$ cat config.mk
export PLATFORM = sky130hd
export DESIGN_NAME = bram_rd_stream_ctrl
export DESIGN_NICKNAME = d
export VERILOG_FILES = /design/src/rtl/bram_rd_stream_pkg.sv /design/src/rtl/bram_rd_stream_fifo.sv /design/src/rtl/bram_rd_stream_ctrl.sv
export SDC_FILE = /design/constraint.sdc
export NUM_CORES = 1
export LEC_CHECK = 0
export BUFFER_PORTS_ARGS = -buffer_cell sky130_fd_sc_hd__buf_2
export CAP_MARGIN = 25
export CELL_PAD_IN_SITES_DETAIL_PLACEMENT = 2
export CELL_PAD_IN_SITES_GLOBAL_PLACEMENT = 2
export CORE_MARGIN = 2
export CORE_UTILIZATION = 46
export CTS_BUF_LIST = sky130_fd_sc_hd__clkbuf_2
export DETAILED_ROUTE_END_ITERATION = 8
export HOLD_SLACK_MARGIN = 0.06
export PLACE_DENSITY = 0.85
export SETUP_SLACK_MARGIN = 0.4
export SLEW_MARGIN = 20
export SYNTH_ARGS = -nofsm -noshare
export SYNTH_HDL_FRONTEND = slang
export SYNTH_SLANG_ARGS = --single-unit
$ cat constraint.sdc
create_clock -name clk -period 4.56 [get_ports clk]
set_clock_uncertainty 0.1 [all_clocks]
set_input_delay 0.228 -clock clk [delete_from_list [all_inputs] [get_ports clk]]
set_output_delay 0.228 -clock clk [all_outputs]
set_load 0.02 [all_outputs]
$ cat src/rtl/bram_rd_stream_pkg.sv
// Shared types and helpers for the block-RAM read stream controller.
package bram_rd_stream_pkg;

   // Widest RAM word the FIFO entry can carry; narrower words are zero-extended.
   localparam int C_MAX_DATA_W = 64;

   function automatic int clog2(input int value);
      int result;
      int v;
      result = 0;
      v = value - 1;
      while (v > 0) begin
         result = result + 1;
         v = v >> 1;
      end
      return result;
   endfunction

   typedef enum logic [1:0] {
      IDLE,
      ISSUE,
      DRAIN,
      DONE
   } state_t;

   typedef struct packed {
      logic                    last;
      logic [C_MAX_DATA_W-1:0] data;
   } fifo_entry_t;

endpackage

$ cat src/rtl/bram_rd_stream_fifo.sv
// Synchronous first-word-fall-through FIFO with an occupancy count output.
module bram_rd_stream_fifo import bram_rd_stream_pkg::*; #(
   parameter  int WIDTH = 33,
   parameter  int DEPTH = 8,
   localparam int PW    = clog2(DEPTH),
   localparam int CW    = PW + 1
) (
   input  logic             clk,
   input  logic             rst,
   input  logic             push,
   input  logic [WIDTH-1:0] wr_data,
   input  logic             pop,
   output logic [WIDTH-1:0] rd_data,
   output logic             empty,
   output logic [CW-1:0]    count
);

   logic [WIDTH-1:0] mem [DEPTH];
   logic [PW-1:0]    wr_ptr;
   logic [PW-1:0]    rd_ptr;
   logic             full;
   logic             do_pop;

   assign empty  = (count == '0);
   assign full   = (count == CW'(DEPTH));
   assign do_pop = pop && !empty;

   always_ff @(posedge clk) begin
      if (push) begin
         mem[wr_ptr] <= wr_data;
      end
   end

   always_ff @(posedge clk) begin
      if (rst) begin
         wr_ptr <= '0;
         rd_ptr <= '0;
         count  <= '0;
      end else begin
         if (push) begin
            wr_ptr <= wr_ptr + 1'b1;
         end
         if (do_pop) begin
            rd_ptr <= rd_ptr + 1'b1;
         end
         case ({push, do_pop})
            2'b10:   count <= count + 1'b1;
            2'b01:   count <= count - 1'b1;
            default: count <= count;
         endcase
      end
   end

   // Stale storage is hidden while empty so the stream side reads zero.
   assign rd_data = empty ? '0 : mem[rd_ptr];

   // The upstream credit scheme must never push into a full FIFO.
   a_no_overflow: assert property (@(posedge clk) disable iff (rst) !(push && full));

endmodule

$ cat src/rtl/bram_rd_stream_ctrl.sv
// Drains a burst from the block RAM read port into a valid/ready stream.
// Optional last-word marking is enabled by defining BRAM_RD_STREAM_CTRL_LAST_EN.
module bram_rd_stream_ctrl import bram_rd_stream_pkg::*; #(
   parameter  int C_RAM_RD_WIDTH = 32,
   parameter  int C_RAM_RD_DEPTH = 512,
   parameter  int C_RD_LATENCY   = 3,
   parameter  int C_FIFO_DEPTH   = 8,
   localparam int AW             = clog2(C_RAM_RD_DEPTH)
) (
   input  logic                      clk,
   input  logic                      rst,
   input  logic                      start,
   input  logic [AW-1:0]             base_addr,
   input  logic [AW:0]               num_words,
   output logic                      busy,
   output logic                      done,
   output logic [AW-1:0]             ram_rdAddr,
   output logic                      ram_rden,
   input  logic [C_RAM_RD_WIDTH-1:0] ram_dout,
   output logic                      dout_valid,
   input  logic                      dout_ready,
   output logic [C_RAM_RD_WIDTH-1:0] dout_data,
   output logic                      dout_last
);

   localparam int CW = clog2(C_FIFO_DEPTH) + 1;
   localparam int IW = clog2(C_RD_LATENCY + 1);
   localparam int SW = ((CW > IW) ? CW : IW) + 1;

   state_t                  state;
   state_t                  state_next;
   logic [AW-1:0]           rd_addr;
   logic [AW:0]             remaining;
   logic [C_RD_LATENCY-1:0] vld_sr;
   logic [IW-1:0]           in_flight;
   logic [CW-1:0]           fifo_count;
   logic [SW-1:0]           occupancy;
   logic                    fifo_empty;
   logic                    issue;
   logic                    issue_last;
   logic                    exit_valid;
   logic                    exit_last;
   logic                    pop;
   fifo_entry_t             push_entry;
   fifo_entry_t             pop_entry;

   // Reads in the RAM pipeline already own a FIFO slot, so they count against credit.
   assign in_flight  = IW'($countones(vld_sr));
   assign occupancy  = SW'(fifo_count) + SW'(in_flight);
   assign issue      = (state == ISSUE) && (remaining != '0) && (occupancy < SW'(C_FIFO_DEPTH));
   assign issue_last = issue && (remaining == (AW+1)'(1));
   assign exit_valid = vld_sr[C_RD_LATENCY-1];
   assign pop        = dout_valid && dout_ready;

   always_ff @(posedge clk) begin
      if (rst) begin
         state <= IDLE;
      end else begin
         state <= state_next;
      end
   end

   // DRAIN looks one cycle ahead so done lands right after the final handshake.
   always_comb begin
      state_next = state;
      busy       = 1'b1;
      done       = 1'b0;
      ram_rden   = 1'b0;
      case (state)
         IDLE: begin
            busy = 1'b0;
            if (start) begin
               state_next = (num_words == '0) ? DONE : ISSUE;
            end
         end
         ISSUE: begin
            ram_rden = 1'b1;
            if (issue_last) begin
               state_next = DRAIN;
            end
         end
         DRAIN: begin
            ram_rden = 1'b1;
            if ((in_flight == '0) &&
                ((fifo_count == '0) || ((fifo_count == CW'(1)) && pop))) begin
               state_next = DONE;
            end
         end
         DONE: begin
            done       = 1'b1;
            state_next = IDLE;
         end
         default: begin
            state_next = IDLE;
         end
      endcase
   end

   always_ff @(posedge clk) begin
      if (rst) begin
         rd_addr   <= '0;
         remaining <= '0;
         vld_sr    <= '0;
      end else begin
         if ((state == IDLE) && start) begin
            rd_addr   <= base_addr;
            remaining <= num_words;
         end else if (issue) begin
            rd_addr   <= rd_addr + 1'b1;
            remaining <= remaining - 1'b1;
         end
         vld_sr <= C_RD_LATENCY'({vld_sr, issue});
      end
   end

`ifdef BRAM_RD_STREAM_CTRL_LAST_EN
   logic [C_RD_LATENCY-1:0] last_sr;

   always_ff @(posedge clk) begin
      if (rst) begin
         last_sr <= '0;
      end else begin
         last_sr <= C_RD_LATENCY'({last_sr, issue_last});
      end
   end

   assign exit_last = last_sr[C_RD_LATENCY-1];
   assign dout_last = pop_entry.last;
`else
   assign exit_last = 1'b0;
   assign dout_last = 1'b0;
`endif

   always_comb begin
      push_entry      = '0;
      push_entry.data = C_MAX_DATA_W'(ram_dout);
      push_entry.last = exit_last;
   end

   bram_rd_stream_fifo #(
      .WIDTH ($bits(fifo_entry_t)),
      .DEPTH (C_FIFO_DEPTH)
   ) u_fifo (
      .clk     (clk),
      .rst     (rst),
      .push    (exit_valid),
      .wr_data (push_entry),
      .pop     (pop),
      .rd_data (pop_entry),
      .empty   (fifo_empty),
      .count   (fifo_count)
   );

   assign ram_rdAddr = rd_addr;
   assign dout_valid = !fifo_empty;
   assign dout_data  = pop_entry.data[C_RAM_RD_WIDTH-1:0];

endmodule
==> summary.md <==
| Metric | Value |
|---|---|
| Setup violators final | `0` |
| Reg-to-Reg Start | `vld_sr[0]` |
| Fin area | `between 0.01 and 0.015 sq mm` |
| Initial DRC Count | `1118` |
| PortBufs | `just under 100` |
| VDD IR max | `about 0.38 mV` |
| RSZ-0062 raised after global routing | `no` |
| Leakage | `0.00507 uW` |
| Hold_sp | `ram_dout[30]` |
| CP peak stage delay | `720 ps` |
| CTS tree | `built` |
| Clk pwr share | `0.274` |
| Starting Density | `0.470` |
| Post-synth top flop | `edfxtp_1` |
| Status | `complete, no violations` |
| Core area | `0.0253 sq mm` |
| CTS Buf Count | `77` |
| Critical path depth | `7` |
| Synth cell types | `47` |
| Most frequent cells in the layout | `edfxtp_1 (256), clkbuf_2 (114), dlygate4sd3_1 (112)` |
| Critical path cell sequence | `fa_1 > ha_1 > and4_4 > or3_1 > or4_1 > a311oi_1 > dlygate4sd3_1` |
| Logic pwr share | `0.315` |
| Hold Crit Class | `in2reg` |
| Post_cts resized | `0` |
| Arrival @ worst endpoint | `roughly 5000 ps` |
| Seq/Total Area, Yosys | `0.710` |
| Post-Syn Instances | `670` |
| DR vias | `8582` |
| Number of cells on the worst hold path | `2` |
| Global-route wire length before repair | `65800 microns` |
| Async set-or-reset flop fraction in the synthesized netlist | `0` |
| CTS Buffer Depth | `3` |
| Clk sinks | `between 200 and 300` |
| Row count | `58` |
| Initial antenna violation count | `1` |
| Int Pwr | `approximately 4700 uW` |
| YS warnings | `0` |
| Worst Hold Path EP | `u_fifo.mem[0][30]` |
| Worst-margin pin slew | `~1000 ps` |
| Clk_lat worst skew | `approximately 970 ps` |
| Post-Syn Area | `0.0119 sq mm` |
| Number of global-route vias before repair | `9100` |
| Crit share post-route | `0.932` |
| CTS root buf | `clkbuf_2` |
| Largest net degree at the start of global routing | `41` |
| Most common cell after layout, fill and taps aside | `edfxtp_1` |
| Pwr Density | `544 mW/mm^2` |
| Vias per cell | `roughly 6.5` |
| DRC viols | `0` |
| CP bufs+invs | `1` |
| Placed cell areas | `~0.013 sq mm` |
| Flop pwr share | `0.411` |
| Detail Route Antenna Nets | `0` |
| Max Cap Viol | `0` |
| Routed length per instance | `about 38 microns` |
| Global route total overflow | `0` |
| Period minus WS final | `approximately 4300 ps` |
| Worst slew margin | `0.303` |
| Fillers | `2221` |
| Postcts setup bufs | `0` |
| Crit. End Element | `flip-flop` |
| Crit Path Category | `reg2reg` |
| Synthesized flop and latch total | `293` |
| Final Hold Vio Count | `0` |
| Syn Area/Cell | `about 18 sq um` |
| Slew Limit Fails | `0` |
| Die Y | `165 microns` |
| Die ar. | `about 0.027 sq mm` |
| H-Tree Depth | `3` |
| Reg2Reg Depth | `7` |
| Die X | `165 microns` |
| Startpoint Class | `flip-flop` |
| Count of flip-flops with a built-in enable after synthesis | `about 260` |
| Switching power | `roughly 3300 uW` |
| Gpl congestion | `roughly 0.8` |
| Reg-to-reg critical path endpoint | `remaining[3]` |
| Worst Path Max Fanout | `29` |
| Syn-to-layout area delta | `23.0%` |
| Max frequency | `235 MHz` |
| Post-CTS Hold Fix Bufs | `around 100` |
| CP top delay family | `simple AND/OR/NAND/NOR gates` |
| First drt pass iteration count | `7` |
| Routed WL | `~51000 microns` |
| Switching share of power | `0.411` |
| GRT Resource Usage Total | `0.345` |
| Syn Nets | `between 700 and 800` |
| Total Neg Setup Slack | `0 ps` |
| Slowest CP cell | `or3_1` |
| Final HPWL DP | `about 21000 microns` |
| Critical path required time | `~5300 ps` |
| Worst reg2reg setup slack | `310 ps` |
| Share of cells above drive strength 1 | `0.323` |
| IO Count | `101` |
| Clk slew on worst S/H paths | `~170 ps` |
| Fin nets | `around 1000` |
-- area by class of cell --
cell class	instances	area, sq um	share of cell area
diodes	1	2.50	0.000171
repair buffers	226	1730	0.119
well taps	330	413	0.0283
inverters	13	48.8	0.00334
clock buffers	114	571	0.0391
flip-flops and latches	293	8430	0.578
clock inverters	16	88.8	0.00609
multi-input cells	327	3300	0.226
-- cells by family after synthesis --
family                   synth area share
flip-flops                          0.710
AND/OR/NAND/NOR                    0.0686
multiplexers                        0.151
AO/OA/AOI/OAI                      0.0294
buffers and inverters              0.0173
adder cells (fa/ha/maj)            0.0186
XOR/XNOR                          0.00443
other                            0.000316
-- worst max-delay path by stage --
stage | start | to | slack, ps
4_1_cts | vld_sr[2] | remaining[4] | 730
5_1_grt | vld_sr[0] | remaining[3] | 310
3_5_place_dp | u_fifo.count[0] | u_fifo.count[3] | 1330
3_3_place_gp | u_fifo.count[0] | u_fifo.count[3] | 1600
6_report | vld_sr[0] | remaining[3] | 310
2_1_floorplan | vld_sr[2] | u_fifo.mem[0][0] | 1240
-- power by group through the flow --
stage               Clock (uW)  Combinational (uW)  Sequential [uW]
floorplan                    0                1480             3180
global placement             0                1920             3260
detailed placement           0                2060             3290
CTS                       1920                2260             3240
global route              2280                2610             3280
finish                    2170                2500             3270
-- stage by stage --
step	util	setup slack, ps	instances	total power [uW]	hold slack, ps
final	0.578	309	1320	7940	114
after global routing	0.578	314	1320	8170	46.9
after CTS	0.574	734	1311	7420	61.8
after detailed placement	0.507	1330	1077	5350	405
after global placement	0.507	1600	1077	5180	377
after floorplan	-	1240	670	4650	227
-- synthesized netlist by cell type, types with 10 or more instances --
cell	number	area, sq um
a311oi_1	10	87.6
buf_2	11	55.1
clkbuf_1	21	78.8
dfxtp_1	37	741
edfxtp_1	256	7690
ha_1	16	200
inv_1	13	48.8
mux2i_1	35	350
mux4_2	64	1440
nand2_1	10	37.5
nand3_1	10	50.1
nor2_1	63	236
o21ai_0	15	75.1
or4_1	12	90.1
-- layer usage --
metal  up-vias  wire length (microns)  part of all wire  track usage
met5         -                      0                 0            0
met4         0                   2420             0.048        0.118
met3       175                   4060             0.080       0.0648
met2       642                  25500              0.50        0.605
met1      4497                  18800              0.37        0.433
li1       3268                      -                 -            -
-- flip-flops by register name, indices dropped and copies added, names as in the netlist, named ones only --
signal         flops
u_fifo.count       4
vld_sr             3
state              2
u_fifo.mem       256
ram_rdAddr         9
remaining         10
u_fifo.rd_ptr      3
u_fifo.wr_ptr      3
Note: power is estimated with default switching activity, not from simulation.
